===== src/rtl/distribution_load_unit_pkg.sv =====
// Shared definitions for the distribution load unit.
//   - Default record/word/slot/timeout constants used as parameter defaults.
//   - FSM state encoding shared by the top-level and any tooling that decodes it.
package distribution_load_unit_pkg;

  localparam int unsigned DU_DIST_W    = 256;
  localparam int unsigned DU_WORD_W    = 32;
  localparam int unsigned DU_SLOT_BITS = 2;
  localparam int unsigned DU_TIMEOUT   = 255;

  typedef enum logic [1:0] {
    IDLE     = 2'd0,
    FETCH    = 2'd1,
    DATA_OUT = 2'd2
  } du_state_e;

endpackage


===== src/rtl/distribution_load_unit_beat_timer.sv =====
// du_beat_timer: per-beat wait counter with timeout compare.
//   clk      in  clock
//   rst      in  asynchronous active-high reset
//   clear    in  restart the count (load start or completed beat)
//   count_en in  count one waiting cycle
//   expired  out count has reached TIMEOUT (never asserted when TIMEOUT=0)
module du_beat_timer
  import distribution_load_unit_pkg::*;
#(
  parameter int unsigned TIMEOUT = DU_TIMEOUT
) (
  input  logic clk,
  input  logic rst,
  input  logic clear,
  input  logic count_en,
  output logic expired
);

  localparam int unsigned CNT_W = (TIMEOUT > 0) ? $clog2(TIMEOUT + 1) : 1;

  logic [CNT_W-1:0] cnt;

  // Saturates at TIMEOUT so the compare stays asserted until cleared.
  always_ff @(posedge clk or posedge rst) begin
    if (rst) begin
      cnt <= '0;
    end else if (clear) begin
      cnt <= '0;
    end else if (count_en && !expired) begin
      cnt <= cnt + 1'b1;
    end
  end

  always_comb begin
    expired = (TIMEOUT != 0) && (cnt == CNT_W'(TIMEOUT));
  end

endmodule


===== src/rtl/distribution_load_unit.sv =====
// distribution_load_unit: fetches one DIST_W-bit distribution record from a
// word-wide source, MSW first, and presents it on DU_result.
//   clk          in  clock
//   rst          in  asynchronous active-high reset
//   DUCtrl       in  load command, sampled only in IDLE
//   rs1          in  operand; low SLOT_BITS select the slot
//   src_req      out word read request
//   src_addr     out {slot, beat index}
//   src_ack      in  source accepted request; src_data valid this cycle
//   src_data     in  returned word
//   DU_result    out last completed distribution
//   du_clk_stall out pipeline stall while a load is in progress
//   du_err       out sticky: last load timed out
module distribution_load_unit
  import distribution_load_unit_pkg::*;
#(
  parameter  int unsigned DIST_W    = DU_DIST_W,
  parameter  int unsigned WORD_W    = DU_WORD_W,
  parameter  int unsigned SLOT_BITS = DU_SLOT_BITS,
  parameter  int unsigned TIMEOUT   = DU_TIMEOUT,
  localparam int unsigned BEATS     = DIST_W / WORD_W,
  localparam int unsigned BEAT_W    = (BEATS > 1) ? $clog2(BEATS) : 1,
  localparam int unsigned ADDR_W    = SLOT_BITS + BEAT_W
) (
  input  logic              clk,
  input  logic              rst,
  input  logic              DUCtrl,
  input  logic [31:0]       rs1,
  output logic              src_req,
  output logic [ADDR_W-1:0] src_addr,
  input  logic              src_ack,
  input  logic [WORD_W-1:0] src_data,
  output logic [DIST_W-1:0] DU_result,
  output logic              du_clk_stall,
  output logic              du_err
);

  du_state_e            state_q, state_d;
  logic [SLOT_BITS-1:0] slot_q, slot_d;
  logic [BEAT_W-1:0]    beat_q, beat_d;
  logic                 req_d;
  logic [DIST_W-1:0]    buf_q, buf_d;
  logic [DIST_W-1:0]    result_d;
  logic                 stall_d, err_d;

  logic beat_done, last_beat, start, timed_out;
  logic unused_rs1;

  assign unused_rs1 = ^rs1[31:SLOT_BITS];

  assign start     = (state_q == IDLE) && DUCtrl;
  assign beat_done = (state_q == FETCH) && src_req && src_ack;
  assign last_beat = (beat_q == BEAT_W'(BEATS - 1));
  assign src_addr  = {slot_q, beat_q};

  du_beat_timer #(
    .TIMEOUT(TIMEOUT)
  ) u_timer (
    .clk      (clk),
    .rst      (rst),
    .clear    (start || beat_done),
    .count_en ((state_q == FETCH) && !beat_done),
    .expired  (timed_out)
  );

  always_ff @(posedge clk or posedge rst) begin
    if (rst) begin
      state_q      <= IDLE;
      slot_q       <= '0;
      beat_q       <= '0;
      src_req      <= 1'b0;
      buf_q        <= '0;
      DU_result    <= '0;
      du_clk_stall <= 1'b0;
      du_err       <= 1'b0;
    end else begin
      state_q      <= state_d;
      slot_q       <= slot_d;
      beat_q       <= beat_d;
      src_req      <= req_d;
      buf_q        <= buf_d;
      DU_result    <= result_d;
      du_clk_stall <= stall_d;
      du_err       <= err_d;
    end
  end

  always_comb begin
    state_d  = state_q;
    slot_d   = slot_q;
    beat_d   = beat_q;
    req_d    = src_req;
    buf_d    = buf_q;
    result_d = DU_result;
    stall_d  = du_clk_stall;
    err_d    = du_err;
    case (state_q)
      IDLE: begin
        req_d = 1'b0;
        if (DUCtrl) begin
          slot_d  = rs1[SLOT_BITS-1:0];
          beat_d  = '0;
          stall_d = 1'b1;
          state_d = FETCH;
        end
      end
      FETCH: begin
        // src_req is registered: it rises one cycle into FETCH and stays up
        // across beats; an ack in the same cycle as expiry still wins.
        req_d = 1'b1;
        if (beat_done) begin
          buf_d[DIST_W - 1 - int'(beat_q) * WORD_W -: WORD_W] = src_data;
          if (last_beat) begin
            req_d   = 1'b0;
            state_d = DATA_OUT;
          end else begin
            beat_d = beat_q + 1'b1;
          end
        end else if (timed_out) begin
          req_d    = 1'b0;
          result_d = '0;
          err_d    = 1'b1;
          stall_d  = 1'b0;
          state_d  = IDLE;
        end
      end
      DATA_OUT: begin
        req_d    = 1'b0;
        result_d = buf_q;
        err_d    = 1'b0;
        stall_d  = 1'b0;
        state_d  = IDLE;
      end
      default: begin
        req_d   = 1'b0;
        stall_d = 1'b0;
        state_d = IDLE;
      end
    endcase
  end

endmodule


===== config.mk =====
export PLATFORM = sky130hd
export DESIGN_NAME = distribution_load_unit
export DESIGN_NICKNAME = d
export VERILOG_FILES = /design/src/rtl/distribution_load_unit_pkg.sv /design/src/rtl/distribution_load_unit_beat_timer.sv /design/src/rtl/distribution_load_unit.sv
export SDC_FILE = /design/constraint.sdc
export NUM_CORES = 1
export LEC_CHECK = 0
export BUFFER_PORTS_ARGS = -buffer_cell sky130_fd_sc_hd__buf_2
export CAP_MARGIN = 20
export CORE_MARGIN = 8
export CORE_UTILIZATION = 51
export CTS_CLUSTER_DIAMETER = 50
export DETAILED_ROUTE_END_ITERATION = 10
export GPL_ROUTABILITY_DRIVEN = 0
export PLACE_DENSITY = 0.73
export SYNTH_ARGS = -nofsm -noshare
export SYNTH_HDL_FRONTEND = slang
export SYNTH_SLANG_ARGS = --single-unit

===== constraint.sdc =====
create_clock -name clk -period 36.8 [get_ports clk]
set_input_delay 1.84 -clock clk [delete_from_list [all_inputs] [get_ports clk]]
set_output_delay 1.84 -clock clk [all_outputs]
set_load 0.01 [all_outputs]

==> results.sh <==
export IMPL_share_comb_of_total_power_pct=14.6
export IMPL_grt_ovfl_total=0
export IMPL_syn_avg_cell_area_um2=13.8
export IMPL_power_density_mw_per_mm2=61.2
export IMPL_synth_main_ff_cell="dfrtp_1"
export IMPL_fill_cells=2985
export IMPL_p_sw_share_pct=26.6
export IMPL_clockPowerShare_pct=37.1
export IMPL_worstHoldPathCells=2
export IMPL_leakage_uw=0.0126
export IMPL_drc_errors=0
export IMPL_htree_num_levels=2
export IMPL_ys_warn_count=0
export IMPL_hold_path_class="flop to flop"
export IMPL_cts_buffers=54
export IMPL_synth_edf_count=0
export IMPL_yosysSeqAreaShare_pct=65.9
export IMPL_area_growth_pct=18.9
export IMPL_fin_area_mm2=0.0239
export IMPL_finalHoldViolations=0
export IMPL_cts_tree="built"
export IMPL_antenna_left=0
export IMPL_rows=72
export IMPL_crit_required_ns=37.30
export IMPL_arrival_ns=4.42
export IMPL_ys_types=37
export IMPL_synthArstFlopShare_pct=100
export IMPL_nets=1803
export IMPL_skew_ns=0.0184
export IMPL_maxCapViolCount=0
export IMPL_first_iter_violations=1321
export IMPL_worstPathMaxFanout=88
export IMPL_synth_most_common_cell="dfrtp_1"
export IMPL_clk_path_buf_depth=3
export IMPL_status="completed"
export IMPL_syn_inst=1462
export IMPL_numClockSinks=530
export IMPL_dieWidth_um=215
export IMPL_min_period_ns=3.92
export IMPL_p_int_uw=1070
export IMPL_dpl_hpwl_um=35900
export IMPL_synth_area_mm2=0.0201
export IMPL_cts_setup_buffers=0
export IMPL_synth_top_area_share_pct=65.9
export IMPL_r2r_worst_path_cells=7
export IMPL_grt_antenna_before_repair=11
export IMPL_die_area_mm2=0.0460
export IMPL_grt_pass1_wl_um=87100
export IMPL_fin_tns_setup_ns=0
export IMPL_finalSetupViolCount=0
export IMPL_synth_nets=1537
export IMPL_ctsResizeCount=0
export IMPL_grt_total_usage_pct=24.3
export IMPL_ys_seq_elements=530
export IMPL_cts_clk_slew_worst_paths_ns=0.06
export IMPL_relSlewSlack_pct=23.6
export IMPL_start_util_pct=51.8
export IMPL_power_switching_uw=389
export IMPL_cts_root_buf="clkbuf_16"
export IMPL_clk_latency_ns=0.58
export IMPL_synth_top_area_cell="dfrtp_1"
export IMPL_drive_above_1_share_pct=34.9
export IMPL_crit_type="input port to flop"
export IMPL_ir_worst_vdd_v=0.0000371
export IMPL_hold_ws_ns=0.481
export IMPL_dr_pass1_iters=5
export IMPL_via_per_inst=5.86
export IMPL_hold_buffers=0
export IMPL_grt_pass1_vias=13700
export IMPL_slew_viol_final=0
export IMPL_grt_max_degree=161
export IMPL_io_pins=332
export IMPL_yosys_top_cells_area="dfrtp_1, a22o_1, mux2_2, nand2_1, and3_1"
export IMPL_synthTopCellsByCount="dfrtp_1, a22o_1, mux2_2"
export IMPL_endpoint_kind="flop"
export IMPL_max_freq_mhz=255
export IMPL_numPortBuffers=301
export IMPL_start_kind="input port"
export IMPL_dpl_cell_area_mm2=0.0220
export IMPL_worstMarginPinSlew_ns=1.15
export IMPL_die_h_um=215
export IMPL_core_area_mm2=0.0388
export IMPL_rsz0062_at_grt="no"
export IMPL_vias=13400
export IMPL_wirelength_um=56900
export IMPL_finalCritPeriodShare_pct=10.6
export IMPL_sequentialPowerShare_pct=48.3
export IMPL_wire_per_inst_um=24.8
-- power by group through the flow --
stage	sequential, uW	clock, uW	combinational, uW
after global routing	715	577	234
after global placement	710	0	204
after detailed placement	715	0	213
after CTS	705	553	214
after floorplan	706	0	147
final	706	543	213
-- metal layers --
layer | vias to the layer above | wire length, um | GRT usage [%]
met5 | - | 11 | 0
met4 | 2 | 1780 | 8.59
met3 | 99 | 4080 | 5.42
met2 | 485 | 27200 | 38.3
met1 | 7023 | 23800 | 33.1
li1 | 5823 | - | -
-- layout by cell type, fill, tap and decap left out, types with 2 or more instances in the layout --
cell          n
nand2_2       2
or4_1         2
nand2b_1      3
clkbuf_1     12
inv_1         6
a21oi_1       5
diode_2       3
nand2_1     138
buf_12        3
clkinvlp_4    2
and3_2        2
and3_1       66
ha_1          7
nand3_2       3
o22ai_1       2
nand3_1       4
nor2_1        2
and2_1       33
inv_6         2
clkinv_4      2
dfrtp_1     530
a22o_1      256
clkinv_2     15
clkbuf_8      9
buf_2       301
clkbuf_16    57
mux2_2      189
bufinv_16     2
buf_4        16
mux2_1        5
o21ai_0      68
mux2i_1       3
buf_16        4
or2_2         2
o31ai_1       2
nor3_2        2
-- sequential cells by signal, indices dropped and copies added, names as in the netlist --
| signal | flops |
|---|---|
| u_timer.cnt | 8 |
| state_q | 2 |
| src_req | 1 |
| buf_q | 256 |
| DU_result | 256 |
| du_clk_stall | 1 |
| du_err | 1 |
| slot_q | 2 |
| beat_q | 3 |
-- worst paths after layout --
path                           startpoint              to  slack, ns
hold / removal                 buf_q[156]      buf_q[156]       0.48
min in group asynchronous             rst  DU_result[175]       1.40
setup reg to reg           u_timer.cnt[0]  DU_result[148]      33.75
setup / recovery                  src_ack  DU_result[148]      32.88
hold reg to reg                buf_q[156]      buf_q[156]       0.48
max in group asynchronous             rst   DU_result[81]      33.09
-- metrics by stage --
stage	total power, uW	utilization (%)	cells	setup slack [ns]
4_1_cts	1470	61.2	2286	32.88
2_1_floorplan	854	-	1462	20.15
6_report	1460	61.6	2294	32.88
3_5_place_dp	929	56.7	2185	32.25
3_3_place_gp	915	56.6	2184	32.29
5_1_grt	1530	61.6	2292	32.61
-- cell families after synthesis --
kind of cell               after synthesis  share of synthesized area [%]
AOI/OAI and AO/OA                      337                           13.3
adders and majority gates                7                          0.435
buffers and inverters                  121                           2.63
DFF                                    530                           65.9
muxes                                  197                           11.0
and+or+nand+nor                        270                           6.73
-- cell type report --
cell class                      instances  area, um^2  share of cell area, %
Clock buffer                           78        1600                   6.67
Inverter                                7        33.8                  0.141
Clock inverter                         23         185                  0.775
Tap cell                              518         648                   2.71
Timing Repair Buffer                  324        1800                   7.52
Multi-Input combinational cell        811        6380                   26.7
Sequential cell                       530       13300                   55.5
Antenna cell                            3        7.51                 0.0314
-- critical path, cell delays in order --
cell and delay [ns]:
buf_2 0.08, and2_1 0.27, nor4b_4 0.11, a31oi_4 0.19
buf_4 0.81, buf_4 0.81, a22o_1 0.25
Power figures use the tool's default switching activity.
